## src/rtl/mux8_scan_pkg.sv

```systemverilog
// Shared types and constants for the mux8 scan controller.
package mux8_scan_pkg;

  typedef enum logic {
    S_IDLE = 1'b0,
    S_SCAN = 1'b1
  } scan_state_e;

  localparam int unsigned SEL_W_DEF = 3;
  localparam int unsigned DWELL_W   = 8;

endpackage

```

## src/rtl/scan_dwell_timer.sv

```systemverilog
// Dwell timer: counts 0..DWELL-1 while not cleared, ticking on the last count.
module scan_dwell_timer
  import mux8_scan_pkg::*;
#(
  parameter int unsigned DWELL = 1
) (
  input  logic clk,
  input  logic rst_n,
  input  logic clear,
  output logic tick_out
);

  logic [DWELL_W-1:0] count_q, count_d;

  assign tick_out = (count_q == DWELL_W'(DWELL - 1));

  always_comb begin
    count_d = count_q + DWELL_W'(1);
    if (clear || tick_out) begin
      count_d = '0;
    end
  end

  always_ff @(posedge clk or negedge rst_n) begin
    if (!rst_n) begin
      count_q <= '0;
    end else begin
      count_q <= count_d;
    end
  end

endmodule

```

## src/rtl/mux8_scan_ctrl.sv

```systemverilog
// Scans select_line over all mux channels, captures mux_y per channel and publishes the word
// atomically with a done pulse. Optional registered parity output under SCAN_PARITY_EN.
module mux8_scan_ctrl
  import mux8_scan_pkg::*;
#(
  parameter int unsigned SEL_W = SEL_W_DEF,
  parameter int unsigned DWELL = 1,
  localparam int unsigned N_CH = 2 ** SEL_W
) (
  input  logic             clk,
  input  logic             rst_n,
  input  logic             start,
  input  logic             continuous,
  input  logic             mux_y,
  output logic [SEL_W-1:0] select_line,
  output logic             busy,
  output logic [N_CH-1:0]  data_out,
  output logic             done
`ifdef SCAN_PARITY_EN
  ,
  output logic             parity
`endif
);

  scan_state_e      state_q, state_d;
  logic [SEL_W-1:0] sel_q, sel_d;
  logic [N_CH-1:0]  capture_q, capture_d;
  logic [N_CH-1:0]  data_q, data_d;
  logic             done_q, done_d;
  logic             tick;

  scan_dwell_timer #(
    .DWELL (DWELL)
  ) u_timer (
    .clk      (clk),
    .rst_n    (rst_n),
    .clear    (state_q != S_SCAN),
    .tick_out (tick)
  );

  always_comb begin
    state_d   = state_q;
    sel_d     = sel_q;
    capture_d = capture_q;
    data_d    = data_q;
    done_d    = 1'b0;
    case (state_q)
      S_IDLE: begin
        if (start) begin
          state_d = S_SCAN;
          sel_d   = '0;
        end
      end
      S_SCAN: begin
        if (tick) begin
          capture_d[sel_q] = mux_y;
          sel_d            = sel_q + SEL_W'(1);
          // Last channel: publish directly from mux_y so the word is complete this edge.
          if (sel_q == SEL_W'(N_CH - 1)) begin
            data_d  = {mux_y, capture_q[N_CH-2:0]};
            done_d  = 1'b1;
            state_d = continuous ? S_SCAN : S_IDLE;
          end
        end
      end
      default: state_d = S_IDLE;
    endcase
  end

  always_ff @(posedge clk or negedge rst_n) begin
    if (!rst_n) begin
      state_q   <= S_IDLE;
      sel_q     <= '0;
      capture_q <= '0;
      data_q    <= '0;
      done_q    <= 1'b0;
    end else begin
      state_q   <= state_d;
      sel_q     <= sel_d;
      capture_q <= capture_d;
      data_q    <= data_d;
      done_q    <= done_d;
    end
  end

`ifdef SCAN_PARITY_EN
  logic parity_q;

  always_ff @(posedge clk or negedge rst_n) begin
    if (!rst_n) begin
      parity_q <= 1'b0;
    end else begin
      parity_q <= ^data_d;
    end
  end

  assign parity = parity_q;
`endif

  assign select_line = sel_q;
  assign busy        = (state_q == S_SCAN);
  assign data_out    = data_q;
  assign done        = done_q;

endmodule
```

## config.mk

```make
export PLATFORM = sky130hd
export DESIGN_NAME = mux8_scan_ctrl
export DESIGN_NICKNAME = d
export VERILOG_FILES = /design/src/rtl/mux8_scan_pkg.sv /design/src/rtl/scan_dwell_timer.sv /design/src/rtl/mux8_scan_ctrl.sv
export SDC_FILE = /design/constraint.sdc
export NUM_CORES = 1
export LEC_CHECK = 0
export CORE_ASPECT_RATIO = 0.75
export CORE_MARGIN = 1
export CORE_UTILIZATION = 45
export CTS_BUF_LIST = sky130_fd_sc_hd__clkbuf_4
export DETAILED_ROUTE_END_ITERATION = 10
export HOLD_SLACK_MARGIN = 0.05
export PLACE_DENSITY_LB_ADDON = 0.15
export SLEW_MARGIN = 5
export SYNTH_ARGS = -nofsm -noshare
export SYNTH_HDL_FRONTEND = slang
export SYNTH_SLANG_ARGS = --single-unit
```

## constraint.sdc

```tcl
create_clock -name clk -period 1.6 [get_ports clk]
set_clock_uncertainty 0.05 [all_clocks]
set_input_delay 0.16 -clock clk [delete_from_list [all_inputs] [get_ports clk]]
set_output_delay 0.16 -clock clk [all_outputs]
set_load 0.05 [all_outputs]
```

Word level (Yosys, flattened, before mapping). Index checks and enable logic that the tools add are counted.

Flip-flop bits (word level): 29. Input bits: 5. Word-level logic and storage cells: 35. Output and inout port bits: 13.

Reduce and logical (&&, ||, !) cells: 6. Multiplexer cells: 15. Equal/unequal tests: 3. Bitwise gates (word level): 1. Magnitude comparators: 2. Add/sub/neg operators: 2.

Operator list (number): $add 8x1->8 const B (1); $bwmux 8 (1); $logic_not 8->1 (1); $mux 1 (8); $mux 8 (1); $mux 3 (2); $pmux 3 s2 (1); $lt 3x4->1 const B (1); $reduce_and 2->1 (2); $add 3x1->3 const B (1); $demux 1 s3 (1); $eq 3x3->1 const B (1); $ge 3x1->1 const B (1); $reduce_and 3->1 (1); $ne 2x1->1 const B (1); $ne 2x2->1 const B (1); $pmux 1 s2 (1); $logic_and 1x1->1 (1); $logic_or 1x1->1 (1); $not 1->1 (1).

Depth between registers and ports, before layout.
Depth after elaboration: 5. Gate-level depth with buffers: 6. Depth with buffers taken out: 5.

Cells and area by module. A second synthesis with hierarchy kept.

Cell total of the unflattened synthesis: 104. Area total of the unflattened synthesis: 1260.0 um^2.

By module, submodules not included: mux8_scan_ctrl (area each 844.6 um^2, cells an instance 63, sequential area each 500.5 um^2, instances 1); scan_dwell_timer (area each 415.4 um^2, cells an instance 41, sequential area each 200.2 um^2, instances 1).

Worst setup path after synthesis. No wires, ideal clock.

Kind: register to register. From: reg state_q, in the netlist busy. To: reg data_q[0], in the netlist data_out[0]. Data required time: 1.425 ns. Library setup time: 0.125 ns. Clock period less this slack: 1.755 ns. Buffers on the path: 1. Cell stages (with the launch flop): 5. Setup slack: -0.155 ns. Arrival: 1.581 ns. Path through: dfrtp_1 -> nor4bb_1 -> buf_2 -> nand3_4 -> mux2_2.

Longest elaborated chain between the ends: 1.

RTL lines: from (decl) (line mux8_scan_ctrl.sv:25) `scan_state_e state_q, state_d;`; from (signal assigned) (line mux8_scan_ctrl.sv:78) `state_q <= state_d;`; $reduce_and 3->1 (no line); to (signal assigned) (line mux8_scan_ctrl.sv:81) `data_q <= data_d;`; to (decl) (line mux8_scan_ctrl.sv:28) `logic [N_CH-1:0] data_q, data_d;`.

Every way passes these cells. A chain may end at the register's enable or synchronous reset.

Worst setup path in the final report.
From: reg u_timer.count_q[0]. To: reg data_q[1], in the netlist data_out[1].

Longest elaborated chain between the ends: 2.

RTL lines: from (decl) (line scan_dwell_timer.sv:13) `logic [DWELL_W-1:0] count_q, count_d;`; from (signal assigned) (line scan_dwell_timer.sv:28) `count_q <= count_d;`; $logic_not 8->1 (line scan_dwell_timer.sv:15) `assign tick_out = (count_q == DWELL_W'(DWELL - 1));`; $reduce_and 3->1 (no line).

Every way passes these cells.

==> results.json <==
{
  "status": "finished with violations",
  "violations": "negative setup slack",
  "via_count": 925,
  "final_nets": 151,
  "placed_cell_area_um2": 1570,
  "slew_violations": 0,
  "finalInstanceArea_um2": 1680,
  "crit_path_start": "u_timer.count_q[0]",
  "clk_path_buf_depth": 2,
  "hold_viol": 0,
  "syn2layout_area_growth_pct": 28.5,
  "syn_area_um2": 1310,
  "fin_util": 0.625,
  "cts_tree": "yes",
  "fmax_ghz": 0.618,
  "remaining_drc_errors": 0,
  "max-vdd-ir-drop_mv": 1.41,
  "drv_cap": 0,
  "synth-edff-count": 0,
  "critPathArrivalTime_ps": 1800,
  "die_width_um": 64.2,
  "r2r_end": "data_out[1]",
  "core_um2": 2680,
  "dpl.hpwl_mm": 1.78,
  "synth-seq-cells": 28,
  "clock-root-buffer": "clkbuf_4",
  "endpoint_kind": "register",
  "setup_violations": 9,
  "tns_ps": -81.8,
  "dpl_worst_slack_ps": -91.1,
  "min_period_ps": 1620,
  "antenna_found_initial": 0,
  "slew_headroom": 0.765,
  "rows": 16,
  "p_per_area_nw_per_um2": 1930,
  "holdWs_ps": 134,
  "finalWorstSetupSlack_ps": -17.5,
  "synth_async_sr_flop_share": 1.00,
  "ant_nets": 0,
  "post-route-period-util": 1.01,
  "grt_pass1_wl_mm": 4.17,
  "die_h_um": 48.6,
  "ys_seq_area_frac": 0.537,
  "h-tree-depth": 1,
  "io_pins": 18,
  "start_kind": "register",
  "r2r_cells": 6,
  "clock-sinks": 28,
  "numCtsBuffers": 3,
  "gr-total-overflow": 0,
  "grt_max_degree": 29,
  "synthCells": 107,
  "die_area_um2": 3120,
  "synthesis.nets": 116,
  "rrSetupSlack_ps": -20,
  "grt_usage": 0.180,
  "leakage_nw": 0.742,
  "rsz0062_at_grt": "yes",
  "regToRegStartpoint": "u_timer.count_q[0]",
  "viasPerCell": 5.23,
  "ys.warnings.count": 0,
  "crit_fanout": 8,
  "first_pass_iters": 4,
  "yosys_most_used_dff": "dfrtp_1",
  "crit_required_ps": 1780,
  "antenna_cells": 0,
  "wl_mm": 2.47,
  "critPathKind": "reg2reg",
  "min_path_type": "in2async",
  "clk_pin_slew_ps": 150,
  "clock_latency_ps": 330,
  "layout-drive-gt1-share": 0.418,
  "place.gp.congestion": 0.757,
  "avgSynthCellArea_um2": 12.2,
  "initialDrtViolationCount": 21,
  "start_util": 0.486,
  "wl_per_cell_um": 14.0,
  "io_buffer_count": 17,
  "synth_cell_types": 27,
  "tightest_slew_ps": 352,
  "grt_pass1_vias": 889
}
[how the worst max path moves through the flow]
stage,end,cells past startpoint
after floorplan,data_out[0],6
after global placement,data_out[4],6
after detailed placement,data_out[7],6
after CTS,data_out[1],6
after global routing,data_out[1],6
final,data_out[1],6
[power breakdown]
part	leakage (nW)	internal (W)	total, W	switching, W
Combinational	0.372	0.000672	0.00167	0.000996
Clock	0.0279	0.000253	0.000462	0.000209
Sequential	0.342	0.000972	0.00111	0.000139
Total	0.742	0.00190	0.00324	0.00134
[state kept, by name, summed over array words and instances (netlist names)]
register / cells
select_line: 3
done: 1
busy: 1
capture_q: 7
u_timer.count_q: 8
data_out: 8
[cells in the mapped netlist (2+ instances only)]
cell type  count  area share
xnor2_1        2       0.013
inv_1          6       0.017
dfrtp_1       28        0.54
mux2_2        15        0.13
nand3_1        4       0.015
mux2i_1        3       0.023
nor2_1         5       0.014
nor2b_1        3       0.014
or3_1          3       0.014
nand4b_1       3       0.020
o21ai_0        3       0.012
nand4_1        5       0.024
a21oi_1        3       0.012
nand2_1        7       0.020
buf_2          2      0.0077
ha_1           4       0.038
[kinds of logic after synthesis]
kind of cell | Yosys count | synth area share
and+or+nand+nor | 38 | 0.187
xor gates and xnor gates | 3 | 0.0201
muxes | 18 | 0.152
AOI/OAI and AO/OA | 8 | 0.0403
buffers and inverters | 8 | 0.0249
adders and majority gates | 4 | 0.0384
DFF | 28 | 0.537
[what timing repair did]
item / in CTS / in global routing
endpoints found under the setup margin: 20 / 23
hold endpoints to repair: 0 / 0
resized for setup: 3 / 4
setup buffers: 0 / 3
gates cloned: 1 / 0
pin swaps: 3 / 2
hold buffers: 0 / 0
[area by class of cell]
type | instances | area, um2
clock inverter | 1 | 30.0
inverter | 6 | 22.5
timing repair buffer | 32 | 251
tap | 36 | 45.0
sequential | 28 | 704
fill | 225 | 1010
multi-input combinational | 71 | 601
clock buffer | 3 | 22.5
[layer usage]
metal | vias to the layer above | part of all wire | global-route usage
li1 | 451 | - | -
met1 | 454 | 0.47 | 0.243
met2 | 18 | 0.48 | 0.287
met3 | 2 | 0.045 | 0.0495
met4 | 0 | 0.0053 | 0.0444
met5 | - | 0 | 0
[through the flow]
stage / power (W) / std cells
2_1_floorplan: 0.00229 / 107
3_3_place_gp: 0.00273 / 169
3_5_place_dp: 0.00279 / 169
4_1_cts: 0.00328 / 174
5_1_grt: 0.00344 / 177
6_report: 0.00324 / 177
[layout by cell type, fill, tap and decap left out, types with 2 or more instances in the layout]
cell type        count
nand4_1              5
inv_1                6
nand4b_1             3
mux2i_1              3
nand3_1              4
clkbuf_4             3
nor2b_1              3
or3_1                3
dfrtp_1             25
buf_4               26
xnor2_1              2
mux2_2              15
nor2_1               4
nand2_1              7
dfrtp_2              3
ha_1                 4
clkdlybuf4s50_1      4
a21oi_2              2
o21ai_0              3
[critical path: stages (launching register included)]
cell      delay (ps)
dfrtp_1          410
inv_1             60
ha_1             150
nor4bb_4         220
buf_4            200
nand3_4          130
mux2_2           300
Note: power is estimated with default switching activity, not from simulation.
==> edit 1: new RTL, same flow settings <==
The package constant `DWELL_W` goes from 8 to 12.
--- a/src/rtl/mux8_scan_pkg.sv
+++ b/src/rtl/mux8_scan_pkg.sv
@@ -9,3 +9,3 @@
   localparam int unsigned SEL_W_DEF = 3;
-  localparam int unsigned DWELL_W   = 8;
+  localparam int unsigned DWELL_W   = 12;
 
Formal check against the unedited RTL: same outputs for any inputs over 10 cycles, from zero or initial values and one cycle with rst_n low; that may be too few to reach the edited logic, so the function may still have changed.
==> edit 1 against the unedited design <==
The flow still finishes with violations (negative setup slack); sequential cell count grew 4; maximum frequency shrank 14%; count of clock-buffer cells in the layout grew 2; worst setup slack lost 260 ps; total power grew 16%; global-route usage grew 6.0 points; wire length grew 43%; synthesized cell count grew 22%; synthesized area grew 15%; critical path depth is the same; via count grew 25%; design area grew 27%; largest power group unchanged; highest routed layer unchanged.
==> edit 1: results (changes against the unedited design) <==
status=finished with violations; violated checks=negative setup slack; most instantiated cells after synthesis=32 x dfrtp_1, 15 x nor2_1, 9 x nand2_1, 9 x nand3_1; Hold Crit Class=in -> async; Antenna Diode Count=0 (unchanged); Longest Clk Path Bufs=2 (unchanged); Slew HR=0.6729 (-0.09244); Async SR Flop Fraction=1.000 (unchanged); Arrival @ worst endpoint=2050 ps (+250 ps); first-pass GRT wire length=5940 µm (+43%); Place WS=-302.4 ps (-211.3 ps); Synth cell types=25 (-7.4%); r2r setup slk=-280 ps (-260 ps); leakage dissipation=0.0009832 µW (+33%); Primary FF master, synth=dfrtp_1; Post-Route WL=3533 µm (+43%); setup tns final=-4521 ps (-4439 ps); Top reg by flops=u_timer.count_q; H-tree Lvls=2 (+1); Area contributors post-synth=dfrtp_1 53%, mux2_4 8.0%, mux2_2 5.2%; Root Driver=clkbuf_4; R2R depth=6 (unchanged); nets=187 (+24%); Port Buf Inserts=17 (unchanged); post-synthesis sequential area ratio=0.5329 (-0.004023); post-synthesis net count=140 (+21%); DP HPWL=2322 µm (+30%); CTS Buf Count=5 (+2); worst skew pair latency=340 ps; PnR worst setup slack=-276.6 ps (-259.1 ps); clock slew at reported path FFs=100 ps (-50 ps); critical path fanouts, max=9 (+1); Max VDD drop=1469 µV (+4.2%); # fillers=220 (-2.2%); DR iter-0 viols=22 (+4.8%); largest net degree at the start of global routing=20 (-31%); max FFs per register=12; Yosys warning count=0 (unchanged); initial antenna violation count=0 (unchanged); Vias/cell=5.332 (+2.0%); Final Setup Violations=27 (+18); number of global-route vias before repair=1,214 (+37%); all-layer global routing usage=0.2399 (+0.05996); share of post-route cells with drive strength above 1=0.4581 (+0.03966); P_sw=1601 µW (+19%); router iterations before antenna repair=4 (unchanged); routability congestion estimate=0.8209 (+8.4%)
-- edit 1: changes by cell type after synthesis, sizes merged, moves of 4 or more --
cell	before	now
dfrtp	28	32
nand3	5	10
nand4	5	1
nor2	5	15
nor3	1	7
nor4	1	6
o21ai	4	0
or3	4	0
xnor2	2	8
-- edit 1: through the flow --
step / hold WS (ps) / instances / util / area [µm²] / total power [µW]
after floorplan: -185.6 / 131 / - / 1568 / 2536
after global placement: 441.6 / 208 / 0.6389 / 1957 / 3069
after detailed placement: 449.0 / 208 / 0.6389 / 1957 / 3113
after CTS: 73.80 / 217 / 0.6920 / 2120 / 3773
after global routing: 93.40 / 217 / 0.6957 / 2131 / 3969
final: 77.51 / 217 / 0.6957 / 2131 / 3770
-- edit 1: metal layers --
layer	wire, µm	vias up	GRT usage
li1	-	547	-
met1	1683	569	0.3268
met2	1638	34	0.3578
met3	161	7	0.06140
met4	48	0	0.1054
met5	0	-	0
-- edit 1: final timing paths --
kind,startpoint,end
max,u_timer.count_q[1],data_out[1]
min,rst_n,done
max reg2reg,u_timer.count_q[1],data_out[1]
min reg2reg,capture_q[2],capture_q[2]
max in group asynchronous,rst_n,data_out[1]
min in group clk,continuous,busy
-- edit 1: cells by family after synthesis --
logic type,share of synthesized area
AND/OR/NAND/NOR,0.1898
adder cells (fa/ha/maj),0.03331
multiplexers,0.1324
flip-flops,0.5329
buffers and inverters,0.03247
XOR/XNOR,0.06412
AO/OA/AOI/OAI,0.01499
-- edit 1: timing repair --
| action | 4_1_cts | 5_1_grt |
|---|---|---|
| gates resized for setup | 19 | 4 |
| endpoints found under the setup margin | 16 | 32 |
| hold buffers | 0 | 0 |
| buffers inserted | 1 | 0 |
| pin swaps | 7 | 0 |
-- edit 1: power groups by stage --
stage	registers (µW)	clock network (µW)	logic, µW
floorplan	1820	0	719
global placement	1240	0	1830
detailed placement	1260	0	1850
CTS	1250	454	2070
global route	1280	479	2210
finish	1250	437	2090
-- edit 1: worst max-delay path: stages, from the launching register on --
cell and delay [ps]:
dfrtp_1 390, inv_1 80, ha_2 170, nor4b_4 250, nand3_4 140, or2_4 360, mux2_4 320
-- edit 1: area by class of cell --
class | instances | area [µm²] | area share
flip-flops and latches | 32 | 808.3 | 0.3793
repair buffers | 45 | 396.6 | 0.1861
inverters | 5 | 18.77 | 0.008808
multi-input cells | 89 | 808.3 | 0.3793
well taps | 38 | 47.55 | 0.02231
clock inverters | 3 | 13.76 | 0.006459
clock buffers | 5 | 37.54 | 0.01762
==> edit 2: new RTL, config.mk and constraints unchanged <==
Without the edit above. Take the reset off `data_q` and load it in a clocked block of its own.
--- a/src/rtl/mux8_scan_ctrl.sv
+++ b/src/rtl/mux8_scan_ctrl.sv
@@ -74,3 +74,2 @@
       capture_q <= '0;
-      data_q    <= '0;
       done_q    <= 1'b0;
@@ -80,5 +79,8 @@
       capture_q <= capture_d;
-      data_q    <= data_d;
       done_q    <= done_d;
     end
+  end
+
+  always_ff @(posedge clk) begin
+    data_q <= data_d;
   end
Function: differs if rst_n is asserted again (counterexample within 10 cycles, from zero or initial values and one cycle with rst_n low); with rst_n held inactive, the same outputs for 10 cycles.
==> edit 2 against the unedited design <==
The run still ends with negative setup slack left; synthesized area is 4.8% lower; sequential cell count stayed put; total power is 16% lower; worst setup slack worse by 25 ps; sequential share of layout area is 3.5 points higher; design area is 2.4% lower; non-clock buffer count is 2 higher; via count is 6.8% lower; die area is 4.6% lower; maximum frequency is 1.5% lower; combinational power is 30% lower; wire length is 8.7% lower; critical path type unchanged; largest cell class unchanged.
==> edit 2: results (changes against the unedited design) <==
post-synthesis net count=106 (-8.6%); DR iter-0 viols=10 (-52%); share of post-route cells with drive strength above 1=0.4211 (+0.002613); DP HPWL=1592 µm (-11%); Post-Route WL=2259 µm (-8.7%); Arrival @ worst endpoint=1620 ps (-180 ps); violated checks=negative setup slack; number of global-route vias before repair=745 (-16%); Area contributors post-synth=dfrtp_1 40%, edfxtp_1 19%, mux2_2 6.3%; routability congestion estimate=0.7911 (+4.4%); Synth cell types=28 (+3.7%); # fillers=212 (-5.8%); met3 global-route usage=0.05476 (+0.005234); most instantiated cells after synthesis=20 x dfrtp_1, 8 x edfxtp_1, 7 x mux2_2, 7 x nor2_1; Async SR Flop Fraction=0.7143 (-0.2857); post-synthesis sequential area ratio=0.5962 (+0.05926); Vias/cell=5.101 (-2.4%); initial antenna violation count=0 (unchanged); Primary FF master, synth=dfrtp_1; Final Setup Violations=9 (unchanged); vias=862 (-6.8%); Cells after DPL=159 (-5.9%); leakage dissipation=0.0006953 µW (-6.3%); Max VDD drop=1350 µV (-4.2%); router iterations before antenna repair=3 (-1); first-pass GRT wire length=3498 µm (-16%); status=finished with violations; Place WS=-83.59 ps (+7.562 ps); GRT met2 Usage=0.2543 (-0.03289); PnR worst setup slack=-42.90 ps (-25.39 ps)
edit 2: routing by layer:
layer	vias to the layer above	wire [µm]
met5	-	0
met1	421	1160
met4	0	15
li1	424	-
met3	2	88
met2	15	994
edit 2: report_power, final:
group	leakage [µW]	total (µW)	internal [µW]	switching, µW
combinational	0.000344	1170	526	646
clock	0.0000279	462	253	209
sequential	0.000323	1080	965	119
total	0.000695	2720	1740	973
edit 2: area by class of cell:
cell class	instances	area [µm²]	share of cell area
tap	36	45.04	0.02752
clock buffer	3	22.52	0.01376
inverter	5	18.77	0.01147
multi-input combinational	62	513.0	0.3135
timing repair buffer	34	262.8	0.1606
sequential	28	744.5	0.4549
clock inverter	1	30.03	0.01835
edit 2: worst max-delay path: stages (launching register included):
cell and delay (ps):
dfrtp_1 410, inv_1 60, ha_1 150, nor4bb_4 220
buf_4 190, nand2_4 60, nor2_4 210
edit 2: path summary, 6_finish.rpt:
check,end,slack [ps],depth (start not counted)
max,data_out[4],-40,6
min,capture_q[3],100,2
min reg2reg,data_out[6],430,0
min in group clk,busy,390,3
max in group asynchronous,busy,1180,2
max reg2reg,data_out[4],-40,6
edit 2: through the flow:
stage / TNS (ps) / cell area [µm²] / power, µW / util / hold slack [ps]
final: -342.7 / 1637 / 2717 / 0.6240 / 96.32
after global routing: -1956 / 1637 / 2863 / 0.6240 / 107.3
after CTS: -443.6 / 1614 / 2726 / 0.6155 / 95.68
after detailed placement: -854.5 / 1516 / 2217 / 0.5782 / 387.7
after global placement: -338.8 / 1516 / 2207 / 0.5782 / 379.3
after floorplan: -768.2 / 1264 / 1890 / - / -185.6
edit 2: cell families after synthesis:
| family | count (synthesis) | share of synthesized area |
|---|---|---|
| mux | 8 | 0.07150 |
| simple gates | 37 | 0.1893 |
| xor+xnor | 3 | 0.02115 |
| fa+ha+maj | 4 | 0.04028 |
| flops | 28 | 0.5962 |
| buf+inv | 7 | 0.02316 |
| compound gates | 10 | 0.05841 |
edit 2: repair_timing:
action                     in CTS  in global routing
pin swaps                       3                  3
gates resized for setup         5                  0
hold buffers                    0                  0
setup endpoints to repair      21                 19
gates cloned                    1                  0
setup buffers                   2                  3
